<file path="src/rtl/dmem_lsu_pkg.sv">
// Shared types and constants for the data-memory load/store unit.
package dmem_lsu_pkg;

    localparam int unsigned DATA_W = 32;
    localparam int unsigned ADDR_W = 32;
    localparam int unsigned BYTE_W = 8;
    localparam int unsigned LANE_W = 2;

    typedef enum logic [1:0] {
        IDLE = 2'd0,
        RD   = 2'd1,
        WR   = 2'd2,
        DONE = 2'd3
    } lsuState_t;

    typedef struct packed {
        logic              we;
        logic              byteOp;
        logic [ADDR_W-1:0] addr;
        logic [DATA_W-1:0] wdata;
    } lsuReq_t;

    localparam logic [DATA_W-1:0] RDATA_RST = '0;
    localparam logic [DATA_W-1:0] BUF_RST   = '0;
    localparam logic [ADDR_W-1:0] ADDR_RST  = '0;
    localparam logic [DATA_W-1:0] WDATA_RST = '0;

    // Memory is word-organised, so the lane bits never reach it.
    function automatic logic [ADDR_W-1:0] wordAddr(input logic [ADDR_W-1:0] a);
        return {a[ADDR_W-1:LANE_W], LANE_W'(0)};
    endfunction

endpackage

</file>
<file path="src/rtl/lsu_byte_lane.sv">
// Byte-lane extract (zero-extended) and byte merge for sub-word accesses.
module lsu_byte_lane
    import dmem_lsu_pkg::*;
#(
    parameter bit BIG_ENDIAN = 1'b0
) (
    input  logic [LANE_W-1:0] lane,
    input  logic [DATA_W-1:0] extWord,
    input  logic [DATA_W-1:0] mergeWord,
    input  logic [BYTE_W-1:0] newByte,
    output logic [DATA_W-1:0] extByte,
    output logic [DATA_W-1:0] merged
);

    logic [LANE_W-1:0] physLane;

    // Big-endian lane k lives at bit position of little-endian lane 3-k.
    assign physLane = BIG_ENDIAN ? ~lane : lane;

    always_comb begin
        extByte = '0;
        merged  = mergeWord;
        extByte[BYTE_W-1:0]              = extWord[{physLane, 3'b000} +: BYTE_W];
        merged[{physLane, 3'b000} +: BYTE_W] = newByte;
    end

endmodule

</file>
<file path="src/rtl/dmem_lsu.sv">
// Load/store unit driving a single-cycle data memory; byte stores are
// performed as read-modify-write of the containing word.
module dmem_lsu
    import dmem_lsu_pkg::*;
#(
    parameter bit BIG_ENDIAN  = 1'b0,
    parameter bit CHECK_ALIGN = 1'b1
) (
    input  logic              clk,
    input  logic              reset_n,
    input  logic              req,
    input  logic              we,
    input  logic              byte_op,
    input  logic [ADDR_W-1:0] addr,
    input  logic [DATA_W-1:0] wdata,
    output logic              busy,
    output logic              done,
    output logic [DATA_W-1:0] rdata,
    output logic              err,
    output logic [ADDR_W-1:0] mem_a,
    output logic [DATA_W-1:0] mem_wd,
    output logic              mem_we,
    input  logic [DATA_W-1:0] mem_rd
);

    lsuState_t         state;
    lsuReq_t           reqQ;
    logic [DATA_W-1:0] buffer;
    logic [DATA_W-1:0] loadByte;
    logic [DATA_W-1:0] mergedWord;
    logic              misaligned;

    assign misaligned = CHECK_ALIGN && !byte_op && (addr[LANE_W-1:0] != '0);

    lsu_byte_lane #(.BIG_ENDIAN(BIG_ENDIAN)) uLane (
        .lane      (reqQ.addr[LANE_W-1:0]),
        .extWord   (mem_rd),
        .mergeWord (buffer),
        .newByte   (reqQ.wdata[BYTE_W-1:0]),
        .extByte   (loadByte),
        .merged    (mergedWord)
    );

    // Sequencer: request latch, read buffer and completion outputs.
    always_ff @(posedge clk or negedge reset_n) begin
        if (!reset_n) begin
            state  <= IDLE;
            reqQ   <= '{we: 1'b0, byteOp: 1'b0, addr: ADDR_RST, wdata: WDATA_RST};
            buffer <= BUF_RST;
            busy   <= 1'b0;
            done   <= 1'b0;
            rdata  <= RDATA_RST;
            err    <= 1'b0;
        end else begin
            done <= 1'b0;
            case (state)
                IDLE: begin
                    if (req) begin
                        reqQ <= '{we: we, byteOp: byte_op, addr: addr, wdata: wdata};
                        err  <= misaligned;
                        busy <= 1'b1;
                        if (misaligned) begin
                            state <= DONE;
                            done  <= 1'b1;
                        end else if (!we || byte_op) begin
                            state <= RD;
                        end else begin
                            state <= WR;
                        end
                    end
                end
                RD: begin
                    buffer <= mem_rd;
                    if (reqQ.we) begin
                        state <= WR;
                    end else begin
                        // The buffer is loading this same edge, so take the lane from mem_rd.
                        state <= DONE;
                        done  <= 1'b1;
                        rdata <= reqQ.byteOp ? loadByte : mem_rd;
                    end
                end
                WR: begin
                    state <= DONE;
                    done  <= 1'b1;
                end
                DONE: begin
                    state <= IDLE;
                    busy  <= 1'b0;
                end
                default: begin
                    state <= IDLE;
                    busy  <= 1'b0;
                end
            endcase
        end
    end

    // Memory-side strobes are pure state decodes so reset silences them at once.
    always_comb begin
        mem_a  = ADDR_RST;
        mem_wd = '0;
        mem_we = 1'b0;
        case (state)
            RD: begin
                mem_a = wordAddr(reqQ.addr);
            end
            WR: begin
                mem_a  = wordAddr(reqQ.addr);
                mem_we = 1'b1;
                mem_wd = reqQ.byteOp ? mergedWord : reqQ.wdata;
            end
            default: begin
                mem_a  = ADDR_RST;
            end
        endcase
    end

endmodule

</file>
<file path="config.mk">
export PLATFORM = sky130hd
export DESIGN_NAME = dmem_lsu
export DESIGN_NICKNAME = d
export VERILOG_FILES = /design/src/rtl/dmem_lsu_pkg.sv /design/src/rtl/lsu_byte_lane.sv /design/src/rtl/dmem_lsu.sv
export SDC_FILE = /design/constraint.sdc
export NUM_CORES = 1
export LEC_CHECK = 0
export BUFFER_PORTS_ARGS = -buffer_cell sky130_fd_sc_hd__buf_2
export CAP_MARGIN = 10
export CORE_MARGIN = 1
export CORE_UTILIZATION = 45
export DETAILED_ROUTE_END_ITERATION = 8
export GPL_TIMING_DRIVEN = 0
export MAX_ROUTING_LAYER = met4
export PLACE_DENSITY = 0.74
export SLEW_MARGIN = 20
export SYNTH_ARGS = -nofsm -noshare
export SYNTH_HDL_FRONTEND = slang
export SYNTH_SLANG_ARGS = --single-unit
</file>
<file path="constraint.sdc">
create_clock -name clk -period 1.84 [get_ports clk]
set_input_delay 0.092 -clock clk [delete_from_list [all_inputs] [get_ports clk]]
set_output_delay 0.092 -clock clk [all_outputs]
set_load 0.02 [all_outputs]
</file>
### Yosys cells after proc, flatten, opt, wreduce, memory -nomap -nowiden

Index checks and enable logic that the tools add are counted.

| storage, ports and cells | value |
|---|---|
| output and inout port bits | 100 |
| register bits after elaboration | 135 |
| input port bits | 101 |
| logic and storage cells | 47 |

| operators by class | value |
|---|---|
| reductions and logical operators | 11 |
| bitwise operators | 1 |
| add/subtract/negate cells | 1 |
| muxes and demuxes | 17 |
| eq/ne operators | 4 |
| shift operators | 3 |

Operators by type and width:

| kind | count |
|---|---|
| 32-bit two-way mux | 4 |
| 32-bit bitwise mux | 1 |
| 8-bit by 7-bit variable shift with 32-bit output, first input constant | 1 |
| 32-bit by 6-bit indexed part select with 8-bit output | 1 |
| 8-bit by 7-bit indexed part select with 32-bit output | 1 |
| 2-bit case mux with 4 select lines | 1 |
| 5-bit negator with 7-bit output | 1 |
| 1-bit two-way mux | 6 |
| 2-bit two-way mux | 3 |
| 2-bit AND reduction | 3 |
| 2-bit == test, second input constant | 2 |
| 2-bit nonzero test | 2 |
| 1-bit case mux with 3 select lines | 1 |
| 2-bit by 1-bit == test with 1-bit output, second input constant | 1 |
| 1-bit logical NOT | 2 |
| 2-bit logical NOT | 1 |
| 2-bit != test, second input constant | 1 |
| 1-bit case mux with 2 select lines | 1 |
| 2-bit OR reduction | 1 |
| 1-bit logical AND | 1 |
| 1-bit logical OR | 1 |
| 1-bit NOT | 1 |

### Logic depth before layout (Yosys ltp)

Gate-level depths: netlist of the first run.

| logic depth | value |
|---|---|
| depth after elaboration | 6 |
| mapped depth | 8 |
| gate-level depth less buffers | 5 |

### Modules after synthesis

From an unflattened synthesis of the first run, not the netlist that was laid out.

| unflattened totals | value |
|---|---|
| cell total of the unflattened synthesis | 622 |
| area total of the unflattened synthesis | 7069.3 sq um |

Modules (own cells, without submodules):

| module | cells an instance | area each (sq um) | instances | sequential area each (sq um) |
|---|---|---|---|---|
| dmem_lsu | 484 | 6073.3 | 1 | 3378.2 |
| lsu_byte_lane | 138 | 996.0 | 1 | 0.0 |

### Least setup slack after synthesis of the first run

OpenSTA, ideal clock, no wires.

| timing | value |
|---|---|
| path kind | reg2out |
| start | register reqQ[33] in the netlist's numbering |
| end | output mem_wd[7] |
| stages on the path, launching flop included | 7 |
| path buffers | 1 |
| required time | 1748 ps |
| arrival time | 1995 ps |
| path slack | -247 ps |
| path through | dfrtp_1 -> buf_2 -> inv_1 -> ha_1 -> and4bb_1 -> o21ai_0 -> a21boi_0 |

| on the way | value |
|---|---|
| word-level cells in the longest chain between the ends | 5 |
| elaborated cells on any way between the ends | 6 |
| those cells by class | 1 x add/sub; 2 x shift; 3 x mux |

RTL lines:

| what | line | RTL |
|---|---|---|
| start, declared | dmem_lsu.sv:27 | `lsuReq_t reqQ;` |
| start signal, assigned | dmem_lsu.sv:48 | `reqQ <= '{we: 1'b0, byteOp: 1'b0, addr: ADDR_RST, wdata: WDATA_RST};` |
| start signal, assigned | dmem_lsu.sv:59 | `reqQ <= '{we: we, byteOp: byte_op, addr: addr, wdata: wdata};` |
| 5-bit negator with 7-bit output (*) | lsu_byte_lane.sv:24 | `merged[{physLane, 3'b000} +: BYTE_W] = newByte;` |
| 8-bit by 7-bit indexed part select with 32-bit output or 8-bit by 7-bit variable shift with 32-bit output (tied branches) | lsu_byte_lane.sv:24 |  |
| 32-bit bitwise mux (*) | lsu_byte_lane.sv:24 |  |
| 32-bit two-way mux (*) | dmem_lsu.sv:111 | `mem_wd = reqQ.byteOp ? mergedWord : reqQ.wdata;` |
| 32-bit two-way mux (*) | dmem_lsu.sv:104 | `case (state)` |
| end, declared | dmem_lsu.sv:21 | `output logic [DATA_W-1:0] mem_wd,` |

Mark *: on every way between the ends. The rest lies on a longest branch, timed or not.

### Worst setup path after layout of the first run

| timing | value |
|---|---|
| start | register reqQ[33] in the netlist's numbering |
| end | output mem_wd[31] |

The elaborated chain is that of the path after synthesis.

==> flow_summary.toml, run 1 <==
[global_routing]
met2_usage_pct = 49.9
met1_usage_pct = 38.4
grt_pass1_wl_mm = 33.0
antenna_found_initial = 0
top_usage_layer = "met2"
grt_remaining_overflow = 0
grtUsageTotal_pct = 31.1
met3_usage_pct = 7.30
grt_pass1_vias = 6111
grt_max_degree = 79

[drt]
wl_per_cell_um = 19.4
routed_via_density = 5.34
drcViolationCount = 0
drt_iter0_markers = 349
postRouteAntennaNets = 0
wl_mm = 21.5
via_count = 5938
drt_pre_antenna_iters = 5

[critical_path]
cp.depth = 8
path_delay_family = "buffers and inverters"
cp-start-kind = "flop"
critPathSlowestCell = "dfrtp_2"
arrival_ns = 2.20
r2r-end = "rdata[5]$_DFFE_PN0P_"
end_kind = "output pin"
cp_num_buf_inv = 4
timing.rr.start = "reqQ[33]$_DFFE_PN0P_"
crit_fanout = 8
critPathKind = "flop to output pin"
reg2reg_depth = 4
crit_start = "reqQ[33]$_DFFE_PN0P_"
cpPeakStageDelay_ns = 0.43
crit_path_frequent_cell = "buf_6"
crit_chain = "buf_6 > inv_6 > ha_4 > nor4bb_4 > buf_6 > nand3b_1 > a31oi_4 > buf_6"
crit_required_ns = 1.75
setup.worst_path.end = "mem_wd[31]"
r2r_slack_ns = 0.12

[clock_network]
cts_buffers = 17
clk_pin_slew_ns = 0.06
cts_buffer_depth = 2
cts_sinks = 135
cts_max_level = 4
clk_latency_ns = 0.43
cts_tree = "yes"
clock-root-buffer = "clkbuf_16"

[sta]
finalSetupViolCount = 32
max_slew.worst_pin.slew_ns = 0.817
skew_ns = 0.00900
setup_ws_ns = -0.450
hold_violations = 0
fin_crit_sh_pct = 124
rsz0062_at_grt = "true"
period_needed_ns = 2.29
slew_headroom_pct = 45.6
max_freq_mhz = 437
totalNegativeSetupSlack_ns = -12.18
final_max_slew_viol_count = 0

[cells_and_area]
syn2layout_area_growth_pct = 53.1
drive_gt1_share_pct = 46.4
final_cell_area_sq_um = 9880
fillers = 1019
layout_commonest_cell = "buf_2"
seq_area_sq_um = 3380
finalNetCount = 1029
layoutNonFillerInstCount = 1111
final_util_pct = 70.9
multi_input_area_sq_um = 3100
n_antenna_cell = 0
final_cell_mix = "buf_2, dfrtp_1, dlygate4sd3_1"

[pwr]
power_leakage_nw = 4.59
peakVddDrop_mv = 1.22
pwr_density_cell_nw_per_um2 = 1900

[synthesis]
synth_flop_cell = "dfrtp_1"
synth_edf_count = 0
avgSynthCellArea_sq_um = 10.9
yosysSeqAreaShare_pct = 52.4
syn-cell-area_sq_um = 6450
synthArstFlopShare_pct = 100
synthCells = 592
ys_types = 42
yosys_warnings = 0
synth-seq-cells = 135

[placement]
post-place-cells = 972
dp_slack_ns = -0.336
place.gp.congestion = 0.913
place_area_sq_um = 7790
io_buffers = 198
place_hpwl_mm = 13.8

[status]
failed_checks = "negative setup slack"
status = "complete, but fails checks"

[flow_run]
maxCapViolCount = 0

[floorplan]
fp.dieW_um = 122
dieArea_sq_um = 14800
core_area_sq_um = 13900
start_util_pct = 46.3
rows = 43
ios = 201
die_y_um = 122

[hold_path]
hold_depth = 3
holdCritPathClass = "input pin to flop"
[where the power goes]
| group | leakage [nW] | switching (mW) | total, mW | internal, mW |
|---|---|---|---|---|
| clock | 0.304 | 1.34 | 3.71 | 2.37 |
| sequential | 1.62 | 1.04 | 5.51 | 4.47 |
| combinational | 2.66 | 5.36 | 9.54 | 4.19 |
[cells in the mapped netlist (2+ instances only)]
master	number	area [sq um]
dfrtp_1	135	3380
mux2_2	90	1010
nand2_1	76	285
o21ai_0	73	365
and2_1	30	188
buf_2	20	100
clkbuf_1	17	63.8
inv_1	16	60.1
a21oi_1	13	65.1
nor2_1	12	45.0
a221oi_1	10	87.6
ha_1	10	125
a21boi_0	8	60.1
nor3b_1	8	60.1
o21ai_1	8	40.0
o221a_2	8	90.1
a2111oi_0	7	61.3
and3_1	7	43.8
nand3b_1	6	45.0
nor2b_1	6	37.5
and2b_1	4	30.0
buf_4	4	30.0
nand2b_1	3	18.8
a31oi_1	2	12.5
o22ai_1	2	12.5
[worst register-to-register path, delay by kind of cell (launching register included)]
family | cells | cell delay (ns)
AOI/OAI and AO/OA | 3 | 1.02
DFF | 1 | 0.40
buffers and inverters | 1 | 0.17
[routing by layer]
metal	part of all wire [%]	vias to the layer above
met3	7.0	36
met2	49	263
li1	-	2734
met5	0	-
met1	41	2905
met4	2.3	0
[area by class of cell]
| class | instances | share of cell area, % |
|---|---|---|
| well taps | 180 | 2.28 |
| clock inverters | 12 | 1.76 |
| repair buffers | 307 | 22.2 |
| multi-input cells | 398 | 31.4 |
| flip-flops and latches | 135 | 34.2 |
| clock buffers | 20 | 4.72 |
| inverters | 17 | 0.811 |
| plain buffers | 42 | 2.65 |
[sequential cells by signal, summed over array words and instances (netlist names)]
register	count
rdata	32
state	2
buffer	32
err	1
busy	1
done	1
reqQ	66
[kinds of logic (layout without fill, tap and decap cells)]
| logic type | count (synthesis) | count (layout) | share of synthesized area (%) |
|---|---|---|---|
| AND/OR/NAND/NOR | 161 | 161 | 12.9 |
| AO/OA/AOI/OAI | 135 | 135 | 12.8 |
| flip-flops | 135 | 135 | 52.4 |
| multiplexers | 90 | 90 | 15.7 |
| buffers and inverters | 60 | 398 | 4.23 |
| adder cells (fa/ha/maj) | 10 | 10 | 1.94 |
| other | 1 | 2 | 0.0581 |
[stage by stage]
step                hold slack (ns)  total power [mW]
floorplan                    -0.204              10.9
global placement              0.323              13.4
detailed placement           0.0534              13.5
CTS                          0.0237              18.2
global route                 0.0419              19.7
finish                       0.0320              18.8
[worst min path at each step]
stage / start / to / slack (ns)
after floorplan: reset_n / buffer[0]$_DFFE_PN0N_ / -0.20
after global placement: addr[3] / reqQ[35]$_DFFE_PN0P_ / 0.32
after detailed placement: reset_n / rdata[27]$_DFFE_PN0P_ / 0.05
after global routing: req / state[0]$_DFFE_PN0P_ / 0.04
final: req / busy$_DFFE_PN0P_ / 0.03
after CTS: req / state[0]$_DFFE_PN0P_ / 0.02
[what timing repair did]
item	CTS	global route
hold endpoints to repair	186	0
pin swaps	17	10
hold buffers	99	0
setup buffers	6	3
gates resized for setup	76	38
setup endpoints to repair	105	105
No activity file was read; power rests on OpenSTA's default activity.
==> run 2: changes to the inputs <==
--- a/config.mk
+++ b/config.mk
@@ -5,10 +5,12 @@
 export SDC_FILE = /design/constraint.sdc
 export NUM_CORES = 1
 export LEC_CHECK = 0
+export ABC_AREA = 1
 export BUFFER_PORTS_ARGS = -buffer_cell sky130_fd_sc_hd__buf_2
 export CAP_MARGIN = 10
 export CORE_MARGIN = 1
 export CORE_UTILIZATION = 45
+export CTS_BUF_LIST = sky130_fd_sc_hd__clkbuf_16
 export DETAILED_ROUTE_END_ITERATION = 8
 export GPL_TIMING_DRIVEN = 0
 export MAX_ROUTING_LAYER = met4
==> run 2 against run 1 <==
Against the previous run: the run still ends with negative setup slack left; hold slack got worse by 0.0064 ns; sequential power decreased by 3%; synthesized cell count rose by 45%; combinational power is essentially flat; die area up 0.65%; maximum frequency rose by 8.3%; critical path depth stayed put; wire length rose by 4.5%; clock skew fell by 0.0048 ns; highest routed layer unchanged.
==> flow_summary.toml, run 2 <==
[clock_network]
cts_buffers = 17
clk_latency_ns = 0.43
clock-root-buffer = "clkbuf_16"
cts_max_level = 4
cts_buffer_depth = 2
clk_pin_slew_ns = 0.06
cts_sinks = 135
cts_tree = "yes"

[pwr]
switchingPower_mw = 8.30
sw_frac_of_total_pct = 46.6
comb_power_share_pct = 53.6
pwr_density_cell_nw_per_um2 = 1790
p_int_mw = 9.51
peakVddDrop_mv = 1.32
pwr-share-seq_pct = 29.9
total_power_mw = 17.8
pwr-share-clk_pct = 16.4
power_leakage_nw = 5.44

[hold_path]
holdCritPathClass = "input pin to flop"
hp-start = "mem_rd[21]"

[cells_and_area]
final_cell_mix = "nand2_1, buf_2, dfrtp_1"
largest_reg_flops = 66
layout_commonest_cell = "nand2_1"
final_cell_area_sq_um = 9950
syn2layout_area_growth_pct = 53.2
largest_registers = "reqQ: 66 flops, buffer: 32 flops, rdata: 32 flops"
finalNetCount = 1309
drive_gt1_share_pct = 29.6
layoutNonFillerInstCount = 1390
n_antenna_cell = 0
top_register = "reqQ"

[placement]
post-place-cells = 1241
place_area_sq_um = 7780
place_hpwl_mm = 14.6
io_buffers = 198
place.gp.congestion = 0.919

[critical_path]
arrival_ns = 2.02
timing.rr.start = "state[0]$_DFFE_PN0P_"
end_kind = "output pin"
crit_required_ns = 1.75
crit_fanout = 7
cp-start-kind = "flop"
critPathKind = "flop to output pin"
crit_start = "reqQ[32]$_DFFE_PN0P_"

[synthesis]
yosysSeqAreaShare_pct = 52.0
synth_most_common_cell = "nand2_1"
synth_flop_cell = "dfrtp_1"
synthArstFlopShare_pct = 100
yosys_warnings = 0
ys_top_cells_by_area = "dfrtp_1, nand2_1, a21oi_1, o21ai_0, inv_1"
synthCells = 861
avgSynthCellArea_sq_um = 7.54
ys_types = 25
synth_common_cells = "nand2_1, dfrtp_1, a21oi_1"
syn-cell-area_sq_um = 6490
yosysTopAreaCell = "dfrtp_1"
synth-seq-cells = 135
netlist.area_leader.share_pct = 52.0
synth_edf_count = 0

[floorplan]
ios = 201
core_area_sq_um = 14000
start_util_pct = 46.4
fp.dieW_um = 122
dieArea_sq_um = 14900
rows = 43
die_y_um = 122

[drt]
drt_iter0_markers = 682
wl_mm = 22.5
wl_per_cell_um = 16.2
drt_pre_antenna_iters = 6
drcViolationCount = 0
routed_via_density = 5.11
via_count = 7102
postRouteAntennaNets = 0

[sta]
rsz0062_at_grt = "true"
hold_violations = 0
finalSetupViolCount = 32
hold-worst-slack_ns = 0.0257
totalNegativeSetupSlack_ns = -6.33
fin_crit_sh_pct = 115
slew_headroom_pct = 61.6
final_max_slew_viol_count = 0
max_slew.worst_pin.slew_ns = 0.572
skew_ns = 0.00422
max_freq_mhz = 473
setup_ws_ns = -0.274
period_needed_ns = 2.11

[global_routing]
met2_usage_pct = 52.0
grt_max_degree = 71
met1_usage_pct = 38.5
grt_pass1_vias = 7020
grt_pass1_wl_mm = 34.7
antenna_found_initial = 0
grt_remaining_overflow = 0
grtUsageTotal_pct = 31.8
met3_usage_pct = 5.38
top_usage_layer = "met2"

[flow_run]
maxCapViolCount = 0

[status]
status = "complete, but fails checks"
failed_checks = "negative setup slack"
run 2: cell types whose count changed after synthesis, moves of 9 or more:
cell	change
a21oi_1	+52
mux2_2	-90
inv_1	+40
o21ai_0	-16
nand3_1	+10
a221oi_1	-10
inv_2	+9
and2_1	-30
nand2_1	+356
run 2: critical path, stage by stage (launching register included):
cell and delay [ns]:
dfrtp_2 0.43, inv_8 0.06, ha_4 0.30, inv_4 0.05
nor3_4 0.21, buf_6 0.16, nand2_1 0.08, a21oi_2 0.14
buf_4 0.16
run 2: worst paths after layout:
kind / endpoint / slack, ns / cells past startpoint
max in group asynchronous: reqQ[22]$_DFFE_PN0P_ / 0.94 / 3
max: mem_wd[14] / -0.27 / 8
min reg2reg: rdata[5]$_DFFE_PN0P_ / 0.47 / 2
min in group asynchronous: rdata[14]$_DFFE_PN0P_ / 0.19 / 2
max reg2reg: rdata[7]$_DFFE_PN0P_ / 0.13 / 10
min: buffer[21]$_DFFE_PN0N_ / 0.03 / 3
run 2: cell families (layout without fill, tap and decap cells):
family	Yosys count	count (layout)	share of synthesized area, %
compound gates	130	130	10.1
other cells	1	2	0.0577
buf+inv	114	462	7.38
simple gates	471	471	28.6
fa+ha+maj	10	10	1.93
flops	135	135	52.0
run 2: final cells by class:
cell class,count,area (sq um)
buffer,41,241
sequential,135,3380
clock inverter,14,70.1
multi-input combinational,613,2980
clock buffer,17,425
timing repair buffer,318,2340
tap,180,225
fill,1062,4040
inverter,72,295
run 2: what timing repair did:
item | in CTS | in global routing
hold buffers | 99 | 0
hold endpoints to repair | 177 | 0
pin swaps | 18 | 22
gates resized for setup | 111 | 47
buffers inserted | 15 | 5
setup endpoints to repair | 62 | 77
run 2: power groups by stage:
stage / Combinational, mW / Sequential (mW) / Clock, mW
finish: 9.55 / 5.33 / 2.93
global route: 10.4 / 5.47 / 3.08
global placement: 7.48 / 5.26 / 0
detailed placement: 7.65 / 5.27 / 0
floorplan: 4.91 / 5.42 / 0
CTS: 8.86 / 5.28 / 2.94
run 2: metrics by stage:
step / setup WS [ns] / utilization, %
2_1_floorplan: 0.0162 / -
3_3_place_gp: -1.16 / 55.4
3_5_place_dp: -0.412 / 55.6
4_1_cts: -0.213 / 69.6
5_1_grt: -0.307 / 71.1
6_report: -0.274 / 71.1
run 2: metal layers:
layer  up-vias  wire, um
li1       3348         -
met1      3298      9270
met2       391     10900
met3        65      1680
met4         0       668
met5         -         0
==> run 3: changes to the inputs <==
--- a/config.mk
+++ b/config.mk
@@ -15,7 +15,8 @@
 export GPL_TIMING_DRIVEN = 0
 export MAX_ROUTING_LAYER = met4
 export PLACE_DENSITY = 0.74
-export SLEW_MARGIN = 20
+export SKIP_LAST_GASP = 1
+export SLEW_MARGIN = 10
 export SYNTH_ARGS = -nofsm -noshare
 export SYNTH_HDL_FRONTEND = slang
 export SYNTH_SLANG_ARGS = --single-unit
==> run 3 against run 2 <==
Against the previous run: non-clock buffer count is 1 lower; sequential power hardly changed; final area is 0.21% lower; global-route usage hardly changed; core utilization is 0.15 points lower; wire length hardly changed; the flow still finishes with violations (negative setup slack); setup slack worse by 0.0057 ns; maximum frequency is 0.27% lower; sequential share of layout area is 0.073 points higher; critical path type unchanged.
==> flow_summary.toml, run 3 (synthesized netlist as in run 2, its figures left out) <==
[clock_network]
clk_latency_ns = 0.43
cts_sinks = 135
cts_buffers = 17
clock-root-buffer = "clkbuf_16"
cts_buffer_depth = 2
cts_max_level = 4
clk_pin_slew_ns = 0.06
cts_tree = "yes"

[drt]
routed_via_density = 5.12
drcViolationCount = 0
drt_iter0_markers = 716
wl_per_cell_um = 16.2
postRouteAntennaNets = 0
wl_mm = 22.5
via_count = 7111
drt_pre_antenna_iters = 7

[pwr]
peakVddDrop_mv = 1.52
total_power_mw = 17.8
power_leakage_nw = 5.43
pwr_density_cell_nw_per_um2 = 1790

[cells_and_area]
layout_commonest_cell = "nand2_1"
fillers = 1060
n_antenna_cell = 0
largest_reg_flops = 66
drive_gt1_share_pct = 29.5
final_util_pct = 71.0
top_register = "reqQ"
finalNetCount = 1308
final_cell_mix = "nand2_1, buf_2, dfrtp_1"
largest_registers = "reqQ: 66 flops, buffer: 32 flops, rdata: 32 flops"
final_cell_area_sq_um = 9930
syn2layout_area_growth_pct = 52.9

[floorplan]
dieArea_sq_um = 14900
rows = 43
core_area_sq_um = 14000
fp.dieW_um = 122
die_y_um = 122
ios = 201
start_util_pct = 46.4

[sta]
totalNegativeSetupSlack_ns = -6.85
finalSetupViolCount = 32
slew_headroom_pct = 57.3
rsz0062_at_grt = "true"
skew_ns = 0.00455
setup_ws_ns = -0.279
period_needed_ns = 2.12
hold_violations = 0
fin_crit_sh_pct = 115
max_freq_mhz = 472
max_slew.worst_pin.slew_ns = 0.641
final_max_slew_viol_count = 0

[critical_path]
end_kind = "output pin"
cpPeakStageDelay_ns = 0.43
arrival_ns = 2.03
crit_required_ns = 1.75
critPathKind = "flop to output pin"
cp_num_buf_inv = 4
crit_chain = "inv_8 > ha_4 > inv_4 > nor3_4 > buf_4 > nand2_2 > a21oi_2 > buf_4"
crit_fanout = 5
critPathSlowestCell = "dfrtp_2"
path_delay_family = "buffers and inverters"
cp-start-kind = "flop"
crit_path_frequent_cell = "buf_4"

[global_routing]
grt_max_degree = 71
antenna_found_initial = 0
grt_pass1_wl_mm = 34.7
grt_remaining_overflow = 0
grt_pass1_vias = 7036
grtUsageTotal_pct = 31.8

[hold_path]
holdCritPathClass = "input pin to flop"

[status]
status = "complete, but fails checks"
failed_checks = "negative setup slack"

[placement]
place_hpwl_mm = 14.6
place.gp.congestion = 0.919
place_area_sq_um = 7780
io_buffers = 198
dp_slack_ns = -0.412

[flow_run]
maxCapViolCount = 0
==> run 3: changes by cell type in the layout (fill, tap and decap cells not counted), sizes merged <==
cell  delta
buf      -1
==> run 3: final timing paths <==
path / startpoint / to / slack [ns] / cells after the start
worst max-delay path: reqQ[32]$_DFFE_PN0P_ / mem_wd[9] / -0.28 / 8
worst max register to register: state[0]$_DFFE_PN0P_ / rdata[7]$_DFFE_PN0P_ / 0.11 / 10
worst min-delay path: mem_rd[21] / buffer[21]$_DFFE_PN0N_ / 0.03 / 3
max in group asynchronous: reset_n / reqQ[22]$_DFFE_PN0P_ / 0.86 / 3
worst min register to register: rdata[5]$_DFFE_PN0P_ / rdata[5]$_DFFE_PN0P_ / 0.47 / 2
min in group asynchronous: reset_n / rdata[14]$_DFFE_PN0P_ / 0.22 / 2
==> run 3: power breakdown <==
group | internal (mW) | switching, mW | leakage [nW]
registers | 4.37 | 0.965 | 1.68
clock network | 1.66 | 1.26 | 0.244
logic | 3.46 | 6.08 | 3.51
total | 9.49 | 8.31 | 5.43
==> run 3: timing repair <==
| item | 4_1_cts | 5_1_grt |
|---|---|---|
| gates resized for setup | 109 | 48 |
| setup endpoints to repair | 62 | 77 |
| hold endpoints to repair | 177 | 0 |
| setup buffers | 15 | 4 |
| hold buffers | 99 | 0 |
| pin swaps | 18 | 26 |
==> run 3: cell type report <==
class / instances / area (sq um) / share of cell area (%)
flip-flops and latches: 135 / 3380 / 34.0
multi-input cells: 613 / 2970 / 29.9
repair buffers: 317 / 2320 / 23.4
clock buffers: 17 / 425 / 4.28
inverters: 72 / 295 / 2.97
plain buffers: 41 / 241 / 2.43
well taps: 180 / 225 / 2.27
clock inverters: 14 / 70.1 / 0.706
==> run 3: routing by layer <==
metal  up-vias  track usage (%)  routed length (um)
met2       399             52.1               11000
met1      3316             38.1                9170
met3        51             6.55                1730
met5         -                -                   0
met4         0             13.0                 582
li1       3345                -                   -
==> run 3: worst reg2reg max path: cells and delay by family (launching register included) <==
kind,cells,cell delay (ns)
AO/OA/AOI/OAI,1,0.05
flip-flops,1,0.42
buffers and inverters,5,0.72
AND/OR/NAND/NOR,3,0.23
adder cells (fa/ha/maj),1,0.20
==> run 3: through the flow <==
stage / cells / hold slack (ns)
2_1_floorplan: 862 / -0.204
3_3_place_gp: 1240 / 0.285
3_5_place_dp: 1241 / 0.125
4_1_cts: 1385 / 0.00903
5_1_grt: 1389 / 0.0399
6_report: 1389 / 0.0316
